**config.mk**
```make
export PLATFORM = sky130hd
export DESIGN_NAME = register_file
export DESIGN_NICKNAME = d
export VERILOG_FILES = /design/src/rtl/register_file.sv
export SDC_FILE = /design/constraint.sdc
export NUM_CORES = 1
export LEC_CHECK = 0
export BUFFER_PORTS_ARGS = -buffer_cell sky130_fd_sc_hd__buf_2
export CAP_MARGIN = 10
export CORE_UTILIZATION = 45
export CTS_CLUSTER_DIAMETER = 150
export DETAILED_ROUTE_END_ITERATION = 6
export REMOVE_ABC_BUFFERS = 1
export SETUP_SLACK_MARGIN = 0.1
export SYNTH_ARGS = -nofsm -noshare
export SYNTH_HDL_FRONTEND = slang
export SYNTH_SLANG_ARGS = --single-unit
```
**constraint.sdc**
```tcl
create_clock -name clk -period 10.3 [get_ports clk]
set_clock_uncertainty 0.05 [all_clocks]
set_input_delay 0 -clock clk [delete_from_list [all_inputs] [get_ports clk]]
set_output_delay 0 -clock clk [all_outputs]
set_load 0.02 [all_outputs]
```
**src/rtl/register_file.sv**
```systemverilog
`default_nettype none
// ============================================================================
// Module   : register_file
// Purpose  : Architectural register file with DEPTH x N storage, one
//            synchronous write port, two combinational read ports with
//            optional same-cycle write bypass, optional hardwired zero entry
//            and a per-entry pending-write scoreboard (reserve at decode,
//            clear at writeback).
// Revision : 1.0 - initial release
// ============================================================================
module register_file #(
  parameter int N        = 24,
  parameter int DEPTH    = 16,
  parameter int A        = $clog2(DEPTH),
  parameter int ZERO_REG = 1,
  parameter int BYPASS   = 1
) (
  input  logic         clk,
  input  logic         rst,
  // read port 1
  input  logic [A-1:0] RA1,
  output logic [N-1:0] RD1,
  output logic         Busy1,
  // read port 2
  input  logic [A-1:0] RA2,
  output logic [N-1:0] RD2,
  output logic         Busy2,
  // write port
  input  logic [A-1:0] WA3,
  input  logic [N-1:0] WD3,
  input  logic         WE3,
  // scoreboard reservation
  input  logic         ResEn,
  input  logic [A-1:0] ResAddr
);

  // DEPTH expressed with one spare bit so that an A-bit address can be
  // compared against it without overflow (DEPTH may equal 2**A).
  localparam logic [A:0] c_DEPTH_EXT = (A+1)'(DEPTH);
  localparam int         c_PORTS     = 2;

  // --------------------------------------------------------------------------
  // Address qualification
  // --------------------------------------------------------------------------

  // True when the address names a physical entry.
  function automatic logic f_in_range(input logic [A-1:0] addr);
    return ({1'b0, addr} < c_DEPTH_EXT);
  endfunction

  // True when the address names an entry that can be written or reserved:
  // in range and not the hardwired zero entry.
  function automatic logic f_addr_live(input logic [A-1:0] addr);
    return f_in_range(addr) && !((ZERO_REG != 0) && (addr == '0));
  endfunction

  logic w_wr_ok;
  logic w_res_ok;

  // Effective write / reserve strobes after address suppression. The write
  // strobe ignores rst on purpose: the bypass path keeps forwarding WD3
  // during reset, while the storage itself is held clear by the async reset.
  assign w_wr_ok  = WE3   && f_addr_live(WA3);
  assign w_res_ok = ResEn && f_addr_live(ResAddr);

  // --------------------------------------------------------------------------
  // Storage: one data word and one pending bit per entry
  // --------------------------------------------------------------------------
  logic [N-1:0] w_entry_data [DEPTH];
  logic         w_entry_pend [DEPTH];

  generate
    for (genvar i = 0; i < DEPTH; i++) begin : g_entry
      if ((ZERO_REG != 0) && (i == 0)) begin : g_hardwired
        // Entry 0 has no storage; it always reads as zero and never busy.
        assign w_entry_data[i] = '0;
        assign w_entry_pend[i] = 1'b0;
      end else begin : g_stored
        localparam logic [A-1:0] c_IDX = A'(i);

        logic         w_wr_hit;
        logic         w_res_hit;
        logic [N-1:0] data_q;
        logic [N-1:0] data_d;
        logic         pend_q;
        logic         pend_d;

        assign w_wr_hit  = w_wr_ok  && (WA3     == c_IDX);
        assign w_res_hit = w_res_ok && (ResAddr == c_IDX);

        // Next state: a write stores data and retires the pending write; a
        // reserve on the same edge marks a new producer, so it wins.
        always_comb begin
          data_d = data_q;
          pend_d = pend_q;
          if (w_wr_hit) begin
            data_d = WD3;
            pend_d = 1'b0;
          end
          if (w_res_hit) begin
            pend_d = 1'b1;
          end
        end

        // Entry state register; reset clears data and pending immediately.
        always_ff @(posedge clk or posedge rst) begin
          if (rst) begin
            data_q <= '0;
            pend_q <= 1'b0;
          end else begin
            data_q <= data_d;
            pend_q <= pend_d;
          end
        end

        assign w_entry_data[i] = data_q;
        assign w_entry_pend[i] = pend_q;
      end
    end
  endgenerate

  // --------------------------------------------------------------------------
  // Read ports
  // --------------------------------------------------------------------------
  logic [A-1:0] w_ra   [c_PORTS];
  logic [N-1:0] w_rd   [c_PORTS];
  logic         w_busy [c_PORTS];

  assign w_ra[0] = RA1;
  assign w_ra[1] = RA2;

  generate
    for (genvar p = 0; p < c_PORTS; p++) begin : g_read
      // Read priority: unreadable address -> zero; matching live write with
      // bypass -> forwarded data (value is now known, so not busy);
      // otherwise the stored entry and its pending bit.
      always_comb begin
        w_rd[p]   = '0;
        w_busy[p] = 1'b0;
        if (!f_addr_live(w_ra[p])) begin
          w_rd[p]   = '0;
          w_busy[p] = 1'b0;
        end else if ((BYPASS != 0) && w_wr_ok && (WA3 == w_ra[p])) begin
          w_rd[p]   = WD3;
          w_busy[p] = 1'b0;
        end else begin
          w_rd[p]   = w_entry_data[w_ra[p]];
          w_busy[p] = w_entry_pend[w_ra[p]];
        end
      end
    end
  endgenerate

  assign RD1   = w_rd[0];
  assign RD2   = w_rd[1];
  assign Busy1 = w_busy[0];
  assign Busy2 = w_busy[1];

endmodule
`default_nettype wire

```
==> flow_summary.yaml, run 1 <==
worst_setup_path:
  path_buf_inv: 5
  crit_type: "in -> out"
  crit_path_top_delay_cell: "or2_1"
  path_cells: "buf_4 > buf_4 > xnor2_1 > nand4_1 > buf_4 > or2_1 > buf_4 > mux2_2 > buf_2"
  cp.arrival_ns: 3.56
  cp-end-kind: "output port"
  max_stage_delay_ns: 0.77
  critical_path.startpoint_type: "primary input"
  crit_top_cell: "buf_4"
  path_max_fanout: 46
  required_ns: 10.25
  crit_family: "buffers and inverters"
logic_synthesis:
  synth_top_cell_area_share: 0.449
  ys_ff_latch: 375
  synth_top_cell_by_area: "dfrtp_1"
  synthFlopType: "dfrtp_1"
  ys_seq_area_frac: 0.449
  ys_async_sr_fraction: 1.00
  avgSynthCellArea_um2: 13.7
  synth_edf_count: 0
  syn-cell-area_mm2: 0.0209
  synthDistinctLibCells: 43
  synth_common_cells: "mux2_2 (420), dfrtp_1 (375), mux4_2 (126)"
  yosysMostFrequentCell: "mux2_2"
  syn_inst: 1528
  ys_warn_count: 0
  synth_area_leaders: "dfrtp_1 (45%), mux2_2 (23%), mux4_2 (14%), mux2_1 (3.3%), a221oi_1 (2.0%)"
sta:
  setup_violations: 0
  fin_crit_sh: 0.351
  fmax_mhz: 277
  slew-limit-headroom: 0.193
  rsz0062_at_grt: "false"
  slew_viol_final: 0
  hold_viol_final: 0
  worst_pin_slew_ns: 1.21
  period_needed_ns: 3.61
clock_network:
  cts_buffers: 43
  clkSlewWorstSetupHoldPaths_ns: 0.06
  clock-root-buffer: "clkbuf_16"
  cts_tree: "done"
  clock_sinks: 375
  insertion_delay_ns: 0.55
  htreeDepth: 2
  clockBufferDepth: 3
  cts_setup_buffers: 0
final_layout:
  syn_to_final_growth_pct: 12.4
  postLayoutCellArea_mm2: 0.0235
  final_util: 0.516
  stdcell_count: 2189
  num_antenna_cells: 0
  fillers: 3877
  nets: 1604
  drive_gt1_frac: 0.475
placed_design:
  dpl.hpwl_um: 33200
  dpl.cell_count: 2081
  place_area_mm2: 0.0217
  portBuffers: 93
  gp_congestion: 0.787
global_routing:
  track_usage: 0.267
  antenna_found_initial: 0
  grt_pass1_vias: 14500
  grt_max_degree: 166
  grt_pass1_wl_um: 94400
  overflow: 0
drt:
  first_pass_iters: 5
  drc: 0
  wl_per_cell_um: 28.0
  drt-initial-drc-count: 1074
  vias_per_cell: 6.42
  antenna_left: 0
  vias: 14100
  drt-total-wl_um: 61300
floorplanning:
  pin_count: 94
  dieWidth_um: 218
  core_area_mm2: 0.0456
  die_y_um: 218
  start_util: 0.459
  die-area_mm2: 0.0474
  num_rows: 78
power:
  vdd_drop_max_mv: 0.105
  power_density_mw_per_mm2: 204
  p_leak_nw: 9.73
  power.total_mw: 4.81
outcome:
  status: "complete, no violations"
hold_path:
  hp-class: "in -> async"
run:
  drv_cap: 0
-- layout make-up --
class	instances	area, µm²	area share
repair buffers	151	1020	0.0433
well taps	600	751	0.0319
flip-flops and latches	375	9380	0.399
clock buffers	62	1310	0.0557
clock inverters	12	163	0.00692
multi-input cells	962	10800	0.458
inverters	27	109	0.00463
-- power by group --
group / switching, mW / internal (mW)
clock: 0.625 / 0.978
sequential: 0.242 / 1.82
combinational: 0.476 / 0.666
total: 1.34 / 3.46
-- cell families after synthesis --
| kind of cell | Yosys count | share of synthesized area |
|---|---|---|
| multiplexers | 610 | 0.396 |
| flip-flops | 375 | 0.449 |
| AO/OA/AOI/OAI | 223 | 0.0808 |
| buffers and inverters | 191 | 0.0415 |
| AND/OR/NAND/NOR | 121 | 0.0298 |
| XOR/XNOR | 8 | 0.00335 |
-- through the flow --
stage | hold slack (ns) | setup TNS [ns] | setup WS (ns)
floorplan | 0.0817 | -62.11 | -0.166
global placement | 0.228 | 0 | 6.69
detailed placement | 0.228 | 0 | 6.70
CTS | 0.0954 | 0 | 6.70
global route | 0.147 | 0 | 6.55
finish | 0.0533 | 0 | 6.69
-- cell usage in the layout (no fill, tap or decap), types with 23 or more instances in the layout --
cell           Yosys  layout
mux2_2           420     420
dfrtp_1          375     375
mux4_2           126     126
buf_2             70      87
mux2_1            62      62
a221oi_1          48      48
o21ai_0           45      45
clkbuf_16          0      45
dlygate4sd3_1      0      34
nand2_1           34      33
buf_4              9      28
nor2b_1           30      27
a22o_1            26      26
inv_1             27      26
o22ai_1           24      24
o32ai_1           24      24
a211o_1           23      23
nor3_1            23      23
a31oi_1           23      23
-- sequential cells by signal (all words and copies together), names as in the netlist --
signal,cells
g_entry.g_stored.data_q,360
g_entry.g_stored.pend_q,15
-- per-layer routing --
layer  wire, µm  up-vias  GRT usage
li1           -     5956          -
met1      27300     7488      0.385
met2      28500      504      0.413
met3       3810      113     0.0393
met4       1770        0     0.0862
met5          0        -          0
-- worst min-delay path, stage by stage --
cell	delay, ns
dlygate4sd3_1	0.53
buf_2	0.15
inv_8	0.50
-- path summary, 6_finish.rpt --
path / start / to / slack, ns / cells after the start
max: RA1[1] / RD1[23] / 6.69 / 9
min: rst / g_entry[15].g_stored.data_q[14] / 0.05 / 3
max reg2reg: g_entry[4].g_stored.pend_q / g_entry[4].g_stored.pend_q / 8.95 / 2
min reg2reg: g_entry[4].g_stored.data_q[2] / g_entry[4].g_stored.data_q[2] / 0.46 / 1
max in group asynchronous: rst / g_entry[10].g_stored.data_q[19] / 7.70 / 5
min in group clk: WE3 / g_entry[5].g_stored.pend_q / 0.14 / 4
-- repair_timing --
item,4_1_cts,5_1_grt
hold buffers,34,0
gates resized for setup,0,0
hold endpoints to repair,505,0
(Power assumes the default switching activity.)
==> run 2, diff against run 1 <==
==> constraint.sdc (replaced) <==
create_clock -name clk -period 3.4 [get_ports clk]
set_clock_uncertainty 0.05 [all_clocks]
set_input_delay 0 -clock clk [delete_from_list [all_inputs] [get_ports clk]]
set_output_delay 0 -clock clk [all_outputs]
set_load 0.02 [all_outputs]
==> flow_summary.yaml, run 2 (same netlist as run 1, synthesis figures left out) <==
outcome:
  status: "complete, no violations"
worst_setup_path:
  cp-end-kind: "output port"
  cp.arrival_ns: 2.48
  path_max_fanout: 34
  reg2reg_depth: 2
  regToRegSetupSlack_ns: 2.06
  rr_endpoint: "g_entry[12].g_stored.pend_q"
  required_ns: 3.35
  r2r-start: "g_entry[12].g_stored.pend_q"
  endpoint: "RD1[7]"
  crit_type: "in -> out"
  critPathLaunch: "RA1[1]"
  critical_path.startpoint_type: "primary input"
drt:
  vias: 14100
  vias_per_cell: 6.39
  drt-initial-drc-count: 1122
  first_pass_iters: 5
  drc: 0
  wl_per_cell_um: 27.7
  drt-total-wl_um: 61000
  antenna_left: 0
final_layout:
  final_common_cell: "mux2_2"
  syn_to_final_growth_pct: 12.7
  nets: 1627
  num_antenna_cells: 0
  stdcell_count: 2205
  seq_area_mm2: 0.00938
  mostFrequentLayoutCells: "mux2_2 (420), dfrtp_1 (375), mux4_2 (126)"
  multi_input_area_mm2: 0.0108
  fillers: 3940
  registers.top_by_ff_count: "g_entry.g_stored.data_q"
  postLayoutCellArea_mm2: 0.0236
  largestRegisters: "g_entry.g_stored.data_q: 360 flops, g_entry.g_stored.pend_q: 15 flops"
  drive_gt1_frac: 0.474
  largest_reg_flops: 360
global_routing:
  antenna_found_initial: 1
  grt_pass1_wl_um: 94000
  grt_max_degree: 107
  track_usage: 0.266
  overflow: 0
  grt_pass1_vias: 14600
sta:
  worst_pin_slew_ns: 1.06
  whs_ns: 0.0481
  slew_viol_final: 0
  period_needed_ns: 2.53
  setup_violations: 0
  fmax_mhz: 396
  layout_setup_ws_ns: 0.874
  rsz0062_at_grt: "false"
  slew-limit-headroom: 0.294
  fin_crit_sh: 0.743
  hold_viol_final: 0
placed_design:
  portBuffers: 93
  dpl_worst_slack_ns: 0.955
  dpl.hpwl_um: 34600
  dpl.cell_count: 2105
  gp_congestion: 0.819
  place_area_mm2: 0.0220
floorplanning:
  die_y_um: 218
  pin_count: 94
  start_util: 0.459
  num_rows: 78
  dieWidth_um: 218
  core_area_mm2: 0.0456
  die-area_mm2: 0.0474
power:
  vdd_drop_max_mv: 0.298
  p_leak_nw: 9.77
  power.total_mw: 14.0
  power_density_mw_per_mm2: 595
clock_network:
  clkSlewWorstSetupHoldPaths_ns: 0.06
  cts_buffers: 42
  cts_tree: "done"
  htreeDepth: 2
  clock-root-buffer: "clkbuf_16"
  clockBufferDepth: 3
  cts-resized-gates: 0
  cts_setup_buffers: 0
  insertion_delay_ns: 0.56
  clock_sinks: 375
hold_path:
  hp-class: "in -> async"
run:
  drv_cap: 0
-- run 2: routing by layer --
layer | vias to the layer above | routed length (µm) | global-route usage
met4 | 2 | 1560 | 0.0725
met2 | 476 | 28100 | 0.415
met5 | - | 11 | 0
met3 | 106 | 3950 | 0.0501
met1 | 7530 | 27400 | 0.380
li1 | 5985 | - | -
-- run 2: timing repair --
item | in CTS | in global routing
hold buffers | 34 | 0
endpoints found under the setup margin | 0 | 0
hold endpoints to repair | 476 | 0
-- run 2: how the worst min path moves through the flow --
stage	endpoint	slack, ns
CTS	g_entry[13].g_stored.data_q[14]	0.12
global route	g_entry[12].g_stored.data_q[14]	0.15
floorplan	g_entry[12].g_stored.data_q[0]	0.08
global placement	g_entry[13].g_stored.data_q[14]	0.16
detailed placement	g_entry[13].g_stored.data_q[14]	0.17
finish	g_entry[13].g_stored.data_q[14]	0.05
-- run 2: through the flow --
stage,util,TNS [ns]
floorplan,-,-2649.61
global placement,0.482,0
detailed placement,0.482,0
CTS,0.517,0
global route,0.517,0
finish,0.517,0
-- run 2: area by class of cell --
class / instances / share of cell area
Clock buffer: 64 / 0.0519
Inverter: 27 / 0.00462
Clock inverter: 2 / 0.00164
Multi-Input combinational cell: 962 / 0.457
Tap cell: 600 / 0.0318
Sequential cell: 375 / 0.398
Timing Repair Buffer: 175 / 0.0550
-- run 2: where the power goes --
part,switching [mW],leakage [nW],internal [mW]
Clock,1.78,0.615,2.53
Combinational,1.45,4.56,2.05
Sequential,0.725,4.59,5.51
Total,3.95,9.77,10.1
-- run 2: critical path, stage by stage --
cell and delay (ns):
buf_4 0.48, nor2b_4 0.73, buf_4 0.33, a221oi_1 0.11, a211o_1 0.29, a31oi_1 0.26, buf_2 0.23
